$ cat src/rtl/cipher_stream_ctrl.sv
// Sequences the LFSR/S-box/P-box cipher datapath: accepts samples, drives load/step/enable strobes, re-seeds per frame.
// Latency PIPE_DEPTH cycles from accept to out_valid; an output stall freezes the whole pipeline and deasserts in_ready.
module cipher_stream_ctrl #(
    parameter int FRAME_LEN  = 256,
    parameter int PIPE_DEPTH = 3
) (
    input  logic       clk,
    input  logic       rst,
    input  logic       start,
    input  logic       stop,
    input  logic [7:0] key,
    input  logic       in_valid,
    output logic       in_ready,
    output logic       out_valid,
    input  logic       out_ready,
    output logic       pipe_en,
    output logic       lfsr_load,
    output logic [7:0] lfsr_seed,
    output logic       lfsr_step,
    output logic [7:0] frame_idx,
    output logic       frame_done,
    output logic       busy
);

    localparam int CNT_W = $clog2(FRAME_LEN + 1);
    localparam logic [CNT_W-1:0] LAST_CNT = CNT_W'(FRAME_LEN - 1);

    typedef enum logic [2:0] {
        S_IDLE,
        S_SEED,
        S_RUN,
        S_REKEY,
        S_DRAIN
    } state_t;

    state_t                r_state;
    state_t                w_state_nxt;
    logic [PIPE_DEPTH-1:0] r_vld;
    logic [PIPE_DEPTH-1:0] w_vld_nxt;
    logic [CNT_W-1:0]      r_sample_cnt;
    logic [7:0]            r_frame_idx;
    logic [7:0]            r_key_q;
    logic [7:0]            r_lfsr_seed;
    logic                  r_stop_pend;

    logic                  w_out_valid;
    logic                  w_pipe_en;
    logic                  w_in_ready;
    logic                  w_accept;
    logic                  w_frame_end;
    logic [7:0]            w_frame_nxt;

    // An all-zero seed would lock the LFSR in its zero state.
    function automatic logic [7:0] guard_seed(input logic [7:0] s);
        return (s == 8'h00) ? 8'h01 : s;
    endfunction

    assign w_out_valid = r_vld[PIPE_DEPTH-1];
    assign w_pipe_en   = (r_state != S_IDLE) && (!w_out_valid || out_ready);
    assign w_in_ready  = (r_state == S_RUN) && w_pipe_en && !r_stop_pend;
    assign w_accept    = in_valid && w_in_ready;
    assign w_frame_end = w_accept && (r_sample_cnt == LAST_CNT);
    assign w_frame_nxt = r_frame_idx + 8'd1;

    always_comb begin
        w_vld_nxt = r_vld;
        if (w_pipe_en) begin
            w_vld_nxt[0] = w_accept;
            for (int i = 1; i < PIPE_DEPTH; i++) begin
                w_vld_nxt[i] = r_vld[i-1];
            end
        end
    end

    always_comb begin
        w_state_nxt = r_state;
        case (r_state)
            S_IDLE:  if (start) w_state_nxt = S_SEED;
            S_SEED:  w_state_nxt = (r_stop_pend || stop) ? S_DRAIN : S_RUN;
            S_RUN: begin
                if (w_frame_end)  w_state_nxt = S_REKEY;
                else if (stop)    w_state_nxt = S_DRAIN;
            end
            S_REKEY: w_state_nxt = (r_stop_pend || stop) ? S_DRAIN : S_RUN;
            S_DRAIN: if (w_vld_nxt == '0) w_state_nxt = S_IDLE;
            default: w_state_nxt = S_IDLE;
        endcase
    end

    always_ff @(posedge clk or negedge rst) begin
        if (!rst) begin
            r_state      <= S_IDLE;
            r_vld        <= '0;
            r_sample_cnt <= '0;
            r_frame_idx  <= 8'h00;
            r_key_q      <= 8'h00;
            r_lfsr_seed  <= 8'h00;
            r_stop_pend  <= 1'b0;
        end else begin
            r_state <= w_state_nxt;
            r_vld   <= w_vld_nxt;
            if (r_state == S_IDLE) begin
                if (start) begin
                    r_key_q      <= key;
                    r_frame_idx  <= 8'h00;
                    r_sample_cnt <= '0;
                    r_lfsr_seed  <= guard_seed(key);
                    r_stop_pend  <= stop;
                end
            end else begin
                // Frame bookkeeping advances on the closing accept so REKEY already shows the new frame.
                if (w_frame_end) begin
                    r_frame_idx  <= w_frame_nxt;
                    r_sample_cnt <= '0;
                    r_lfsr_seed  <= guard_seed(r_key_q ^ w_frame_nxt);
                end else if (w_accept) begin
                    r_sample_cnt <= r_sample_cnt + CNT_W'(1);
                end
                if (r_state == S_DRAIN && w_state_nxt == S_IDLE) begin
                    r_stop_pend <= 1'b0;
                end else if (stop) begin
                    r_stop_pend <= 1'b1;
                end
            end
        end
    end

    assign in_ready   = w_in_ready;
    assign out_valid  = w_out_valid;
    assign pipe_en    = w_pipe_en;
    assign lfsr_load  = (r_state == S_SEED) || (r_state == S_REKEY);
    assign lfsr_seed  = r_lfsr_seed;
    assign lfsr_step  = w_accept;
    assign frame_idx  = r_frame_idx;
    assign frame_done = (r_state == S_REKEY);
    assign busy       = (r_state != S_IDLE);

endmodule

$ cat config.mk
export PLATFORM = sky130hd
export DESIGN_NAME = cipher_stream_ctrl
export DESIGN_NICKNAME = d
export VERILOG_FILES = /design/src/rtl/cipher_stream_ctrl.sv
export SDC_FILE = /design/constraint.sdc
export NUM_CORES = 1
export LEC_CHECK = 0
export ABC_AREA = 1
export CAP_MARGIN = 40
export CORE_AREA = 2 2 83 85
export CTS_BUF_LIST = sky130_fd_sc_hd__clkbuf_8
export CTS_CLUSTER_DIAMETER = 80
export DETAILED_ROUTE_END_ITERATION = 6
export DIE_AREA = 0 0 85 87
export SLEW_MARGIN = 5
export SYNTH_ARGS = -nofsm -noshare
export SYNTH_HDL_FRONTEND = slang
export SYNTH_SLANG_ARGS = --single-unit
export TNS_END_PERCENT = 100
$ cat constraint.sdc
create_clock -name clk -period 3.3 [get_ports clk]
set_clock_uncertainty 0.2 [all_clocks]
set_input_delay 0.66 -clock clk [delete_from_list [all_inputs] [get_ports clk]]
set_output_delay 0.66 -clock clk [all_outputs]
set_load 0.02 [all_outputs]
==> results of run 1 <==
-- cell usage in the layout, fill, tap and decap left out, types with 2 or more instances in the layout --
cell type | synthesis | final
a21oi_1 | 10 | 10
a31oi_1 | 2 | 2
buf_4 | 0 | 2
clkbuf_8 | 0 | 5
clkdlybuf4s50_1 | 0 | 35
dfrtp_1 | 40 | 40
ha_1 | 2 | 2
inv_1 | 36 | 37
inv_2 | 2 | 2
mux2_2 | 2 | 2
nand2_1 | 72 | 72
nand2_2 | 3 | 3
nand3_1 | 15 | 15
nand3_2 | 2 | 2
nand4_1 | 6 | 6
nor2_1 | 23 | 23
nor2_2 | 2 | 2
nor3_1 | 3 | 3
o21ai_0 | 12 | 12
o21ai_1 | 3 | 3
o21ai_2 | 2 | 2
o22ai_1 | 10 | 10
xnor2_1 | 4 | 4
xor2_1 | 5 | 5
-- stage by stage --
step           cell area (um^2)  utilization [%]  hold WS [ps]
2_1_floorplan              2200                -           164
3_3_place_gp               2630             40.1           279
3_5_place_dp               2650             40.4           278
4_1_cts                    2740             41.7           305
5_1_grt                    2740             41.7           335
6_report                   2740             41.7           301
-- cells in the mapped netlist, types with 2 or more instances --
library cell,n
nor3_1,3
xor2_1,5
xnor2_1,4
ha_1,2
inv_2,2
nand3_1,15
nand4_1,6
dfrtp_1,40
a21oi_1,10
o22ai_1,10
o21ai_2,2
a31oi_1,2
nand2_1,72
mux2_2,2
nand3_2,2
o21ai_0,12
nor2_2,2
o21ai_1,3
nand2_2,3
nor2_1,23
inv_1,36
-- area by class of cell --
type / count / area (um^2) / area share [%]
Clock buffer: 5 / 68.8 / 2.51
Clock inverter: 2 / 8.76 / 0.320
Inverter: 39 / 151 / 5.53
Multi-Input combinational cell: 189 / 1010 / 36.8
Sequential cell: 40 / 1000 / 36.5
Tap cell: 80 / 100 / 3.65
Timing Repair Buffer: 40 / 400 / 14.6
-- state kept, by name, summed over array words and instances, names as in the netlist --
name,flops
r_state,3
lfsr_seed,8
r_vld,3
r_sample_cnt,9
r_stop_pend,1
frame_idx,8
r_key_q,8
-- metal layers --
metal,vias up,share of wire (%)
met2,38,46
met1,861,48
met4,0,1.0
li1,965,-
met3,5,4.5
met5,-,0
-- report_power, final --
group / leakage, uW / internal [uW] / switching [uW]
Clock: 0.0000452 / 141 / 166
Combinational: 0.000700 / 343 / 503
Sequential: 0.000514 / 624 / 82.9
Total: 0.00126 / 1110 / 752
-- worst paths after layout --
check                        startpoint            to  cells after the start
max reg2reg                frame_idx[0]  lfsr_seed[0]                     11
max                           out_ready     lfsr_step                      6
max in group asynchronous           rst   r_stop_pend                      3
min in group asynchronous           rst  frame_idx[2]                      2
min reg2reg                lfsr_seed[0]  lfsr_seed[0]                      2
min                        lfsr_seed[0]  lfsr_seed[0]                      2
-- cell families after synthesis --
kind of cell	after synthesis	share of synthesized area, %
AO/OA/AOI/OAI	42	11.0
AND/OR/NAND/NOR	134	29.1
buffers and inverters	44	8.69
adder cells (fa/ha/maj)	2	1.14
XOR/XNOR	9	3.58
multiplexers	2	1.02
flip-flops	40	45.5
-- worst max-delay path: stages --
cell,delay [ps]
clkdlybuf4s50_1,450
inv_1,30
nand2_1,140
nand3_4,120
nor2_8,150
clkdlybuf4s50_1,620
==> metrics.yaml, run 1 <==
status:
  status: "finished, final reports clean"
floorplan:
  start_util_pct: 33.5
  fp-row-count: 30
  die-area_mm2: 0.00740
  die_w_um: 85
  die_h_um: 87
  coreArea_mm2: 0.00657
  ioPinCount: 37
global_route:
  met2_usage_pct: 21.5
  grt-ovfl-total: 0
  grt_pass1_vias: 1774
  grtUsageMet1_pct: 19.1
  grt_use_met3_pct: 3.13
  gr-usage-all-layers_pct: 13.6
  grt_max_degree: 36
  gr-max-usage-layer: "met2"
  grt_antenna_before_repair: 0
  grt_pass1_wl_um: 8170
placed_design:
  port_buffers: 36
  dp_cells: 387
  dp_hpwl_um: 3530
  place_ws_ps: 242
  place.gp.congestion: 0.768
layout:
  area_growth_pct: 24.4
  stdcell_count: 395
  fillers: 654
  fin_nets: 331
  drive_above_1_share_pct: 9.52
  num_antenna_cells: 0
clock_tree:
  htree_levels: 2
  clockBufferDepth: 2
  clk_latency_ps: 290
  cts_tree: "built"
  cts_resized: 0
  cts_made_buffers: 5
  ctsHoldBuffers: 1
  cts_root_buffer: "clkbuf_8"
  clock-sinks: 40
  clkTransAtPathRegs_ps: 80
  postCtsSetupRepairBufs: 0
critical_path:
  cp-end-kind: "output pin"
  critPathLaunchType: "primary input"
  critPathMaxFanout: 6
  critPathRequiredTime_ps: 2440
  worstSetupPathType: "primary input to output pin"
  critPathArrivalTime_ps: 2180
  r2r_slack_ps: 1330
hold_path:
  hold_path_class: "flop to flop"
synthesis:
  netlist_top_cells_area: "dfrtp_1 45%, nand2_1 12%, inv_1 6.1%, nor2_1 3.9%, nand3_1 3.4%"
  ys_async_sr_fraction_pct: 100
  ys_ff_latch: 40
  synth_ff_type: "dfrtp_1"
  syn_inst: 273
  synth_cell_type_count: 38
  synth-edff-count: 0
  synth_area_per_cell_um2: 8.07
  synth-seq-area-share_pct: 45.5
  synth_nets: 289
  synth.cell_area_mm2: 0.00220
  synth-warning-count: 0
  yosys.area.top_type: "dfrtp_1"
  synth_top_cell_area_share_pct: 45.5
timing:
  period_needed_ps: 3040
  rsz0062_at_grt: "no"
  fin_ws_ps: 255
  hold_viol_final: 0
  fin_setup_tns_ps: 0
  finalSetupViolations: 0
  fin_crit_sh_pct: 92.3
  worst_pin_slew_ps: 348
  slew_violations: 0
  fmax_mhz: 328
  relSlewSlack_pct: 76.7
drt:
  via_per_inst: 4.73
  wl_um: 4670
  drc: 0
  vias: 1869
  dr.pass1.iters: 6
  drt_iter0_drc: 127
  drt-wirelength-per-cell_um: 11.8
  ant_nets: 0
job:
  drv_cap: 0
pwr:
  p_leak_uw: 0.00126
  totalPowerFinal_uw: 1860
  power_per_cell_area_mw_per_mm2: 679
  vdd_drop_max_v: 0.000328
No activity file was read; power rests on OpenSTA's default activity.
==> inputs of run 2 (changes only) <==
- TNS_END_PERCENT: 100 -> unset
==> results of run 2 <==
The final DEF is identical to that of run 1; final timing and power are the same.
